==> src/rtl/sal_cmd_sched.sv <==
// -----------------------------------------------------------------------------
// sal_cmd_sched
//
// Per-channel DRAM command scheduler. Every cycle it looks at the ACT/RD/WR/PRE
// requests from all bank controllers and grants at most one of them. The grant
// is combinational, so the winning bank controller can advance in the same
// cycle. The granted command is registered onto the command bus one cycle
// later. Inter-bank timing (tRRD, tCCD, tWTR, tRTW) is enforced here.
//
// Class priority is column (RD/WR) > ACT > PRE. Within the winning class, the
// bank is picked round-robin starting at rr_ptr.
//
// Ports:
//   clk, rst_n                  clock, asynchronous active-low reset
//   t_rrd_m1/t_ccd_m1/
//   t_wtr_m1/t_rtw_m1           timing values minus one (sampled at load)
//   act_req/rd_req/wr_req/
//   pre_req                     per-bank request levels
//   ra_i/ca_i/id_i/len_i        packed per-bank command fields
//   act_gnt/rd_gnt/wr_gnt/
//   pre_gnt                     one-hot combinational grants (at most one bit)
//   cmd_valid_o, cmd_o,
//   cmd_ba_o ... cmd_len_o      registered command bus
// -----------------------------------------------------------------------------
module sal_cmd_sched #(
    parameter int NUM_BANKS = 4,
    parameter int BA_WIDTH  = 2,
    parameter int RA_WIDTH  = 16,
    parameter int CA_WIDTH  = 10,
    parameter int ID_WIDTH  = 4,
    parameter int LEN_WIDTH = 4,
    parameter int TW        = 4
) (
    input  logic                           clk,
    input  logic                           rst_n,
    input  logic [TW-1:0]                  t_rrd_m1,
    input  logic [TW-1:0]                  t_ccd_m1,
    input  logic [TW-1:0]                  t_wtr_m1,
    input  logic [TW-1:0]                  t_rtw_m1,
    input  logic [NUM_BANKS-1:0]           act_req,
    input  logic [NUM_BANKS-1:0]           rd_req,
    input  logic [NUM_BANKS-1:0]           wr_req,
    input  logic [NUM_BANKS-1:0]           pre_req,
    input  logic [NUM_BANKS*RA_WIDTH-1:0]  ra_i,
    input  logic [NUM_BANKS*CA_WIDTH-1:0]  ca_i,
    input  logic [NUM_BANKS*ID_WIDTH-1:0]  id_i,
    input  logic [NUM_BANKS*LEN_WIDTH-1:0] len_i,
    output logic [NUM_BANKS-1:0]           act_gnt,
    output logic [NUM_BANKS-1:0]           rd_gnt,
    output logic [NUM_BANKS-1:0]           wr_gnt,
    output logic [NUM_BANKS-1:0]           pre_gnt,
    output logic                           cmd_valid_o,
    output logic [1:0]                     cmd_o,
    output logic [BA_WIDTH-1:0]            cmd_ba_o,
    output logic [RA_WIDTH-1:0]            cmd_ra_o,
    output logic [CA_WIDTH-1:0]            cmd_ca_o,
    output logic [ID_WIDTH-1:0]            cmd_id_o,
    output logic [LEN_WIDTH-1:0]           cmd_len_o
);

    typedef enum logic [1:0] {
        CMD_ACT = 2'd0,
        CMD_RD  = 2'd1,
        CMD_WR  = 2'd2,
        CMD_PRE = 2'd3
    } cmd_e;

    logic [TW-1:0]        rrd_cnt, ccd_cnt, wtr_cnt, rtw_cnt;
    logic [BA_WIDTH-1:0]  rr_ptr;

    logic                 act_ok, rd_ok, wr_ok;
    logic [NUM_BANKS-1:0] rd_elig, wr_elig, col_elig;
    logic [NUM_BANKS-1:0] cls_req;
    cmd_e                 cls_cmd;
    logic                 sel_found;
    logic [BA_WIDTH-1:0]  sel_ba;
    cmd_e                 sel_cmd;
    logic                 issue;

    // A nonzero counter blocks its class of command.
    assign act_ok = (rrd_cnt == '0);
    assign rd_ok  = (ccd_cnt == '0) && (wtr_cnt == '0);
    assign wr_ok  = (ccd_cnt == '0) && (rtw_cnt == '0);

    // RD and WR share one column class; each request is masked by its own
    // eligibility before the merge so an ineligible type never wins a bank.
    assign rd_elig  = rd_ok ? rd_req : '0;
    assign wr_elig  = wr_ok ? wr_req : '0;
    assign col_elig = rd_elig | wr_elig;

    // Class selection.
    // NOTE: every signal written in an always_comb gets a default first, so
    // no path leaves it unassigned and no latch is inferred.
    always_comb begin
        cls_req = pre_req;
        cls_cmd = CMD_PRE;
        if (|col_elig) begin
            cls_req = col_elig;
            cls_cmd = CMD_RD;
        end else if (act_ok && (|act_req)) begin
            cls_req = act_req;
            cls_cmd = CMD_ACT;
        end
    end

    // Round-robin bank pick: first requester at or above rr_ptr, wrapping.
    // BA_WIDTH-bit addition wraps modulo NUM_BANKS since NUM_BANKS is 2^BA_WIDTH.
    always_comb begin
        sel_found = 1'b0;
        sel_ba    = '0;
        for (int i = 0; i < NUM_BANKS; i++) begin
            if (!sel_found && cls_req[rr_ptr + BA_WIDTH'(i)]) begin
                sel_found = 1'b1;
                sel_ba    = rr_ptr + BA_WIDTH'(i);
            end
        end
    end

    // Grants. A bank asserting both RD and WR gets RD if RD is eligible.
    // Grants are forced low while reset is asserted.
    always_comb begin
        sel_cmd = cls_cmd;
        act_gnt = '0;
        rd_gnt  = '0;
        wr_gnt  = '0;
        pre_gnt = '0;
        issue   = sel_found && rst_n;
        if (cls_cmd == CMD_RD && !rd_elig[sel_ba]) begin
            sel_cmd = CMD_WR;
        end
        if (issue) begin
            case (sel_cmd)
                CMD_ACT: act_gnt[sel_ba] = 1'b1;
                CMD_RD:  rd_gnt[sel_ba]  = 1'b1;
                CMD_WR:  wr_gnt[sel_ba]  = 1'b1;
                default: pre_gnt[sel_ba] = 1'b1;
            endcase
        end
    end

    function automatic logic [TW-1:0] sat_dec(input logic [TW-1:0] c);
        return (c == '0) ? '0 : c - TW'(1);
    endfunction

    // NOTE: sequential state is updated with non-blocking assignments only, so
    // every register samples the values from before the clock edge.
    always_ff @(posedge clk or negedge rst_n) begin
        if (!rst_n) begin
            rrd_cnt     <= '0;
            ccd_cnt     <= '0;
            wtr_cnt     <= '0;
            rtw_cnt     <= '0;
            rr_ptr      <= '0;
            cmd_valid_o <= 1'b0;
            cmd_o       <= '0;
            cmd_ba_o    <= '0;
            cmd_ra_o    <= '0;
            cmd_ca_o    <= '0;
            cmd_id_o    <= '0;
            cmd_len_o   <= '0;
        end else begin
            // Load wins over decrement; timing inputs matter only at load.
            rrd_cnt <= (issue && sel_cmd == CMD_ACT) ? t_rrd_m1 : sat_dec(rrd_cnt);
            ccd_cnt <= (issue && (sel_cmd == CMD_RD || sel_cmd == CMD_WR))
                       ? t_ccd_m1 : sat_dec(ccd_cnt);
            rtw_cnt <= (issue && sel_cmd == CMD_RD) ? t_rtw_m1 : sat_dec(rtw_cnt);
            wtr_cnt <= (issue && sel_cmd == CMD_WR) ? t_wtr_m1 : sat_dec(wtr_cnt);

            cmd_valid_o <= issue;
            if (issue) begin
                rr_ptr    <= sel_ba + BA_WIDTH'(1);
                cmd_o     <= sel_cmd;
                cmd_ba_o  <= sel_ba;
                cmd_ra_o  <= ra_i[sel_ba*RA_WIDTH +: RA_WIDTH];
                cmd_ca_o  <= ca_i[sel_ba*CA_WIDTH +: CA_WIDTH];
                cmd_id_o  <= id_i[sel_ba*ID_WIDTH +: ID_WIDTH];
                cmd_len_o <= len_i[sel_ba*LEN_WIDTH +: LEN_WIDTH];
            end
        end
    end

endmodule
==> config.mk <==
export PLATFORM = sky130hd
export DESIGN_NAME = sal_cmd_sched
export DESIGN_NICKNAME = d
export VERILOG_FILES = /design/src/rtl/sal_cmd_sched.sv
export SDC_FILE = /design/constraint.sdc
export NUM_CORES = 1
export LEC_CHECK = 0
export ABC_AREA = 1
export CAP_MARGIN = 0
export CORE_ASPECT_RATIO = 0.8
export CORE_MARGIN = 4
export CORE_UTILIZATION = 43
export DETAILED_ROUTE_END_ITERATION = 10
export PLACE_DENSITY = 0.95
export SYNTH_ARGS = -nofsm -noshare
export SYNTH_HDL_FRONTEND = slang
export SYNTH_SLANG_ARGS = --single-unit
==> constraint.sdc <==
create_clock -name clk -period 5.9 [get_ports clk]
set_clock_uncertainty 0.15 [all_clocks]
set_input_delay 0.59 -clock clk [delete_from_list [all_inputs] [get_ports clk]]
set_output_delay 0.59 -clock clk [all_outputs]
set_load 0.1 [all_outputs]
==> report_table.html <==
<table>
<tr><th>Metric</th><th>Value</th></tr>
<tr><th colspan="2">Run status</th></tr>
<tr><td>Status</td><td>completed</td></tr>
<tr><th colspan="2">Critical path</th></tr>
<tr><td>Element type at the critical path start</td><td>register</td></tr>
<tr><td>Peak per-stage delay on the critical path</td><td>0.43 ns</td></tr>
<tr><td>Most repeated library cell on the critical path</td><td>nand2_1</td></tr>
<tr><td>Req. time, crit path</td><td>between 5 and 6 ns</td></tr>
<tr><td>Capturing element type of the critical path</td><td>primary output</td></tr>
<tr><td>Number of cells on the critical path</td><td>23</td></tr>
<tr><td>Critical path start-end classification</td><td>register to primary output</td></tr>
<tr><td>Worst-path cell chain</td><td>nor2_2 &gt; nand2_1 &gt; nor2_2 &gt; nand2_1 &gt; nand2_2 &gt; nor2_4 &gt; nand3_2 &gt; nand3_1 &gt; nand3_1 &gt; nand2_1 &gt; nor2_4 &gt; nand2_2 &gt; nor2_4 &gt; inv_2 &gt; nand2_4 &gt; nand3_1 &gt; nand2_1 &gt; nand2_1 &gt; nand2_1 &gt; ha_1 &gt; nand2_2 &gt; nor2_1 &gt; buf_4</td></tr>
<tr><td>Worst-case register-to-register setup slack</td><td>1.80 ns</td></tr>
<tr><td>Buffers and inverters on the worst path</td><td>2</td></tr>
<tr><td>FF-to-FF Start</td><td>rtw_cnt[1]</td></tr>
<tr><td>Largest fanout of any net on the critical path</td><td>46</td></tr>
<tr><td>Arrival time reported for the critical path endpoint</td><td>4.15 ns</td></tr>
<tr><td>Number of cells on the worst reg-to-reg path</td><td>24</td></tr>
<tr><td>FF-to-FF End</td><td>ccd_cnt[0]</td></tr>
<tr><td>Slowest-stage cell, CP</td><td>nand2_4</td></tr>
<tr><td>Crit. Startpoint</td><td>rtw_cnt[1]</td></tr>
<tr><td>Crit path to</td><td>wr_gnt[0]</td></tr>
<tr><td>Cell family with the largest share of critical-path delay</td><td>simple AND/OR/NAND/NOR gates</td></tr>
<tr><th colspan="2">GRT</th></tr>
<tr><td>Number of antenna violations at the first check in global routing</td><td>0</td></tr>
<tr><td>Routing usage on met3</td><td>7.991%</td></tr>
<tr><td>Tot GR Track Use</td><td>25.87%</td></tr>
<tr><td>Global-route wire length before repair</td><td>23580 microns</td></tr>
<tr><td>Met1 track demand over resource</td><td>30.29%</td></tr>
<tr><td>Maximum number of pins on one net before global-route repair</td><td>65</td></tr>
<tr><td>Via count of the first global-routing pass</td><td>4938</td></tr>
<tr><td>Global Route met2 Usage</td><td>45.65%</td></tr>
<tr><td>GR peak layer</td><td>met2</td></tr>
<tr><td>Overall overflow remaining after global route</td><td>0</td></tr>
<tr><th colspan="2">Clocking</th></tr>
<tr><td>CTS sink count</td><td>57</td></tr>
<tr><td>Cts-stage hold buffer count</td><td>0</td></tr>
<tr><td>Clock root buffer</td><td>clkbuf_16</td></tr>
<tr><td>Maximum level of the CTS H-tree</td><td>3</td></tr>
<tr><td>Clock latency at the later pin of the worst-skew pair</td><td>about 0.32 ns</td></tr>
<tr><td>Clock buffer count from CTS</td><td>9</td></tr>
<tr><td>TritonCTS clock tree</td><td>yes</td></tr>
<tr><td>Clock slew at the register clock pins of the worst setup and hold paths</td><td>0.05 ns</td></tr>
<tr><td>Post-CTS sizing</td><td>0</td></tr>
<tr><td>Post-CTS Setup Bufs</td><td>0</td></tr>
<tr><td>CTS Buffer Depth</td><td>2</td></tr>
<tr><th colspan="2">STA</th></tr>
<tr><td>Worst slew margin relative to its limit</td><td>31.18%</td></tr>
<tr><td>Setup repair after global routing missed its margin</td><td>false</td></tr>
<tr><td>Final-layout setup total negative slack</td><td>0 ns</td></tr>
<tr><td>Final setup fails</td><td>0</td></tr>
<tr><td>Post-route minimum period</td><td>4.892 ns</td></tr>
<tr><td>Highest clock frequency the design can meet</td><td>between 200 and 250 MHz</td></tr>
<tr><td>Slew at the pin closest to its max-slew limit</td><td>1.029 ns</td></tr>
<tr><td>Period utilization</td><td>82.91%</td></tr>
<tr><td>Number of slew-limit violations in the final report</td><td>0</td></tr>
<tr><td>Final Hold Viols</td><td>0</td></tr>
<tr><th colspan="2">Route</th></tr>
<tr><td>Number of nets still failing antenna checks after routing</td><td>0</td></tr>
<tr><td>Detailed-route via count</td><td>4947</td></tr>
<tr><td>Post-route DRC violation count</td><td>0</td></tr>
<tr><td>Starting DRC count in detailed routing</td><td>319</td></tr>
<tr><td>Number of search-and-repair iterations in the first detailed-routing pass</td><td>5</td></tr>
<tr><td>Detailed-route wire length</td><td>15110 microns</td></tr>
<tr><td>Post-DR vias/cell</td><td>5.424</td></tr>
<tr><td>Mean routed wirelength per cell</td><td>16.57 microns</td></tr>
<tr><th colspan="2">Floorplan</th></tr>
<tr><td>Io pins</td><td>225</td></tr>
<tr><td>Starting density of the core</td><td>45.26%</td></tr>
<tr><td>Number of core rows</td><td>31</td></tr>
<tr><td>Floorplan die width</td><td>between 100 and 150 microns</td></tr>
<tr><td>Die Area</td><td>0.01141 sq mm</td></tr>
<tr><td>Vert. Die Dim</td><td>approximately 96 microns</td></tr>
<tr><td>Area inside the core boundary</td><td>roughly 0.009 sq mm</td></tr>
<tr><th colspan="2">Synth</th></tr>
<tr><td>Post-synthesis instance area</td><td>about 0.0042 sq mm</td></tr>
<tr><td>Number of distinct library cells after synthesis</td><td>34</td></tr>
<tr><td>Synthesis Warnings</td><td>0</td></tr>
<tr><td>Largest area contributor in the synthesized netlist</td><td>dfrtp_1</td></tr>
<tr><td>Number of register bits inferred by synthesis</td><td>57</td></tr>
<tr><td>Synthesized net count</td><td>between 700 and 800</td></tr>
<tr><td>Number of enable-type register cells in the synthesized netlist</td><td>0</td></tr>
<tr><td>Fraction of the yosys area taken by sequential cells</td><td>between 30% and 40%</td></tr>
<tr><td>Post-Synthesis Cells</td><td>584</td></tr>
<tr><td>Dominant synthesized flop cell</td><td>dfrtp_1</td></tr>
<tr><td>Proportion of register bits with asynchronous set or reset after synthesis</td><td>100.0%</td></tr>
<tr><td>Synth top area share</td><td>34.00%</td></tr>
<tr><td>Syn_area_per_cell</td><td>7.184 sq um</td></tr>
<tr><td>Top cells by area, synth</td><td>dfrtp_1, nand2_1, o21ai_1</td></tr>
<tr><th colspan="2">Placement</th></tr>
<tr><td>Detailed-placement wirelength estimate</td><td>11640 microns</td></tr>
<tr><td>Final GP Congestion</td><td>1.038</td></tr>
<tr><td>Count of port buffers added during placement</td><td>approximately 220</td></tr>
<tr><th colspan="2">Final layout</th></tr>
<tr><td>Layout cells sized above 1</td><td>12.67%</td></tr>
<tr><td>Net count of the finished layout</td><td>~970</td></tr>
<tr><td>Most common cell after layout, fill and taps aside</td><td>clkdlybuf4s50_1</td></tr>
<tr><td>Leading cell types in the layout, fill and taps excluded</td><td>clkdlybuf4s50_1, nand2_1, o21ai_1</td></tr>
<tr><td>P&amp;R area growth vs syn</td><td>60.87%</td></tr>
<tr><td>Ant. Diodes</td><td>0</td></tr>
<tr><th colspan="2">Flow run</th></tr>
<tr><td>Maximum capacitance violations</td><td>0</td></tr>
<tr><th colspan="2">Worst hold path</th></tr>
<tr><td>Kind of path behind the tightest hold check</td><td>register to register</td></tr>
</table>
sequential cells by signal (all words and copies together) (netlist names), 4 cells and up:
register,cells
cmd_ra_o,16
cmd_ca_o,10
ccd_cnt,4
cmd_id_o,4
cmd_len_o,4
rrd_cnt,4
rtw_cnt,4
wtr_cnt,4
synthesized netlist by cell type (2+ instances only):
cell type	n
buf_4	2
nand3_2	6
a31oi_1	6
clkbuf_1	7
buf_6	9
nand2_2	16
dfrtp_1	57
o21ai_1	71
nand3b_1	3
nor2_1	50
a21oi_1	2
buf_2	13
ha_1	6
nand2_1	123
a21oi_2	21
nor3_1	4
o21ai_0	34
nand3_1	47
inv_1	51
nor2_2	6
nor2_4	7
o21a_1	26
nand2_4	2
inv_2	5
worst register-to-register path: stages (launching register included):
cell and delay (ns):
dfrtp_1 0.41, nor2_2 0.19, nand2_1 0.14, nor2_2 0.23
nand2_1 0.10, nand2_2 0.10, nor2_4 0.07, nand3_2 0.07
nand3_1 0.10, nand3_1 0.15, nand2_1 0.10, nor2_4 0.13
nand2_2 0.11, nor2_4 0.12, inv_2 0.06, nand2_4 0.43
nand3_1 0.14, nand2_1 0.11, nand2_1 0.08, nand2_1 0.11
inv_1 0.06, ha_1 0.30, or2_1 0.33, nand3b_1 0.11
o21ai_0 0.08
layer usage:
metal  wire length, microns  vias up
met4                    397        0
met3                   1220       38
met1                   5971     2323
met2                   7521      240
met5                      0        -
li1                       -     2346
cells by family after synthesis:
family	count (synthesis)	synth area share [%]
AO/OA/AOI/OAI	164	23.68
AND/OR/NAND/NOR	268	30.15
adder cells (fa/ha/maj)	6	1.789
buffers and inverters	87	9.961
flip-flops	57	34.00
XOR/XNOR	2	0.4176
through the flow:
step	setup slack [ns]	util [%]	cell area, sq um	hold WS, ns	instances
after floorplan	0.7054	-	4195	0.1444	584
after global placement	1.292	69.59	6451	0.3115	896
after detailed placement	1.096	69.59	6451	0.3181	896
after CTS	1.037	72.80	6749	0.3323	912
after global routing	0.6220	72.80	6749	0.3514	912
final	1.008	72.80	6749	0.3289	912
how the worst min path moves through the flow:
stage	start	endpoint	depth (start not counted)
3_3_place_gp	cmd_len_o[0]	cmd_len_o[0]	2
4_1_cts	cmd_ca_o[5]	cmd_ca_o[5]	2
3_5_place_dp	cmd_ca_o[5]	cmd_ca_o[5]	2
2_1_floorplan	rst_n	ccd_cnt[0]	0
5_1_grt	cmd_ca_o[0]	cmd_ca_o[0]	2
6_report	cmd_ra_o[14]	cmd_ra_o[14]	2
area by class of cell:
class	count	area [sq um]
sequential	57	1426
inverter	56	210.2
fill	644	2521
clock buffer	11	242.7
tap	115	143.9
multi-input combinational	440	2356
timing repair buffer	228	2315
clock inverter	5	55.05
Power is not shown: default switching activity piles up to over one toggle a cycle in this logic, so the estimate is an artifact.
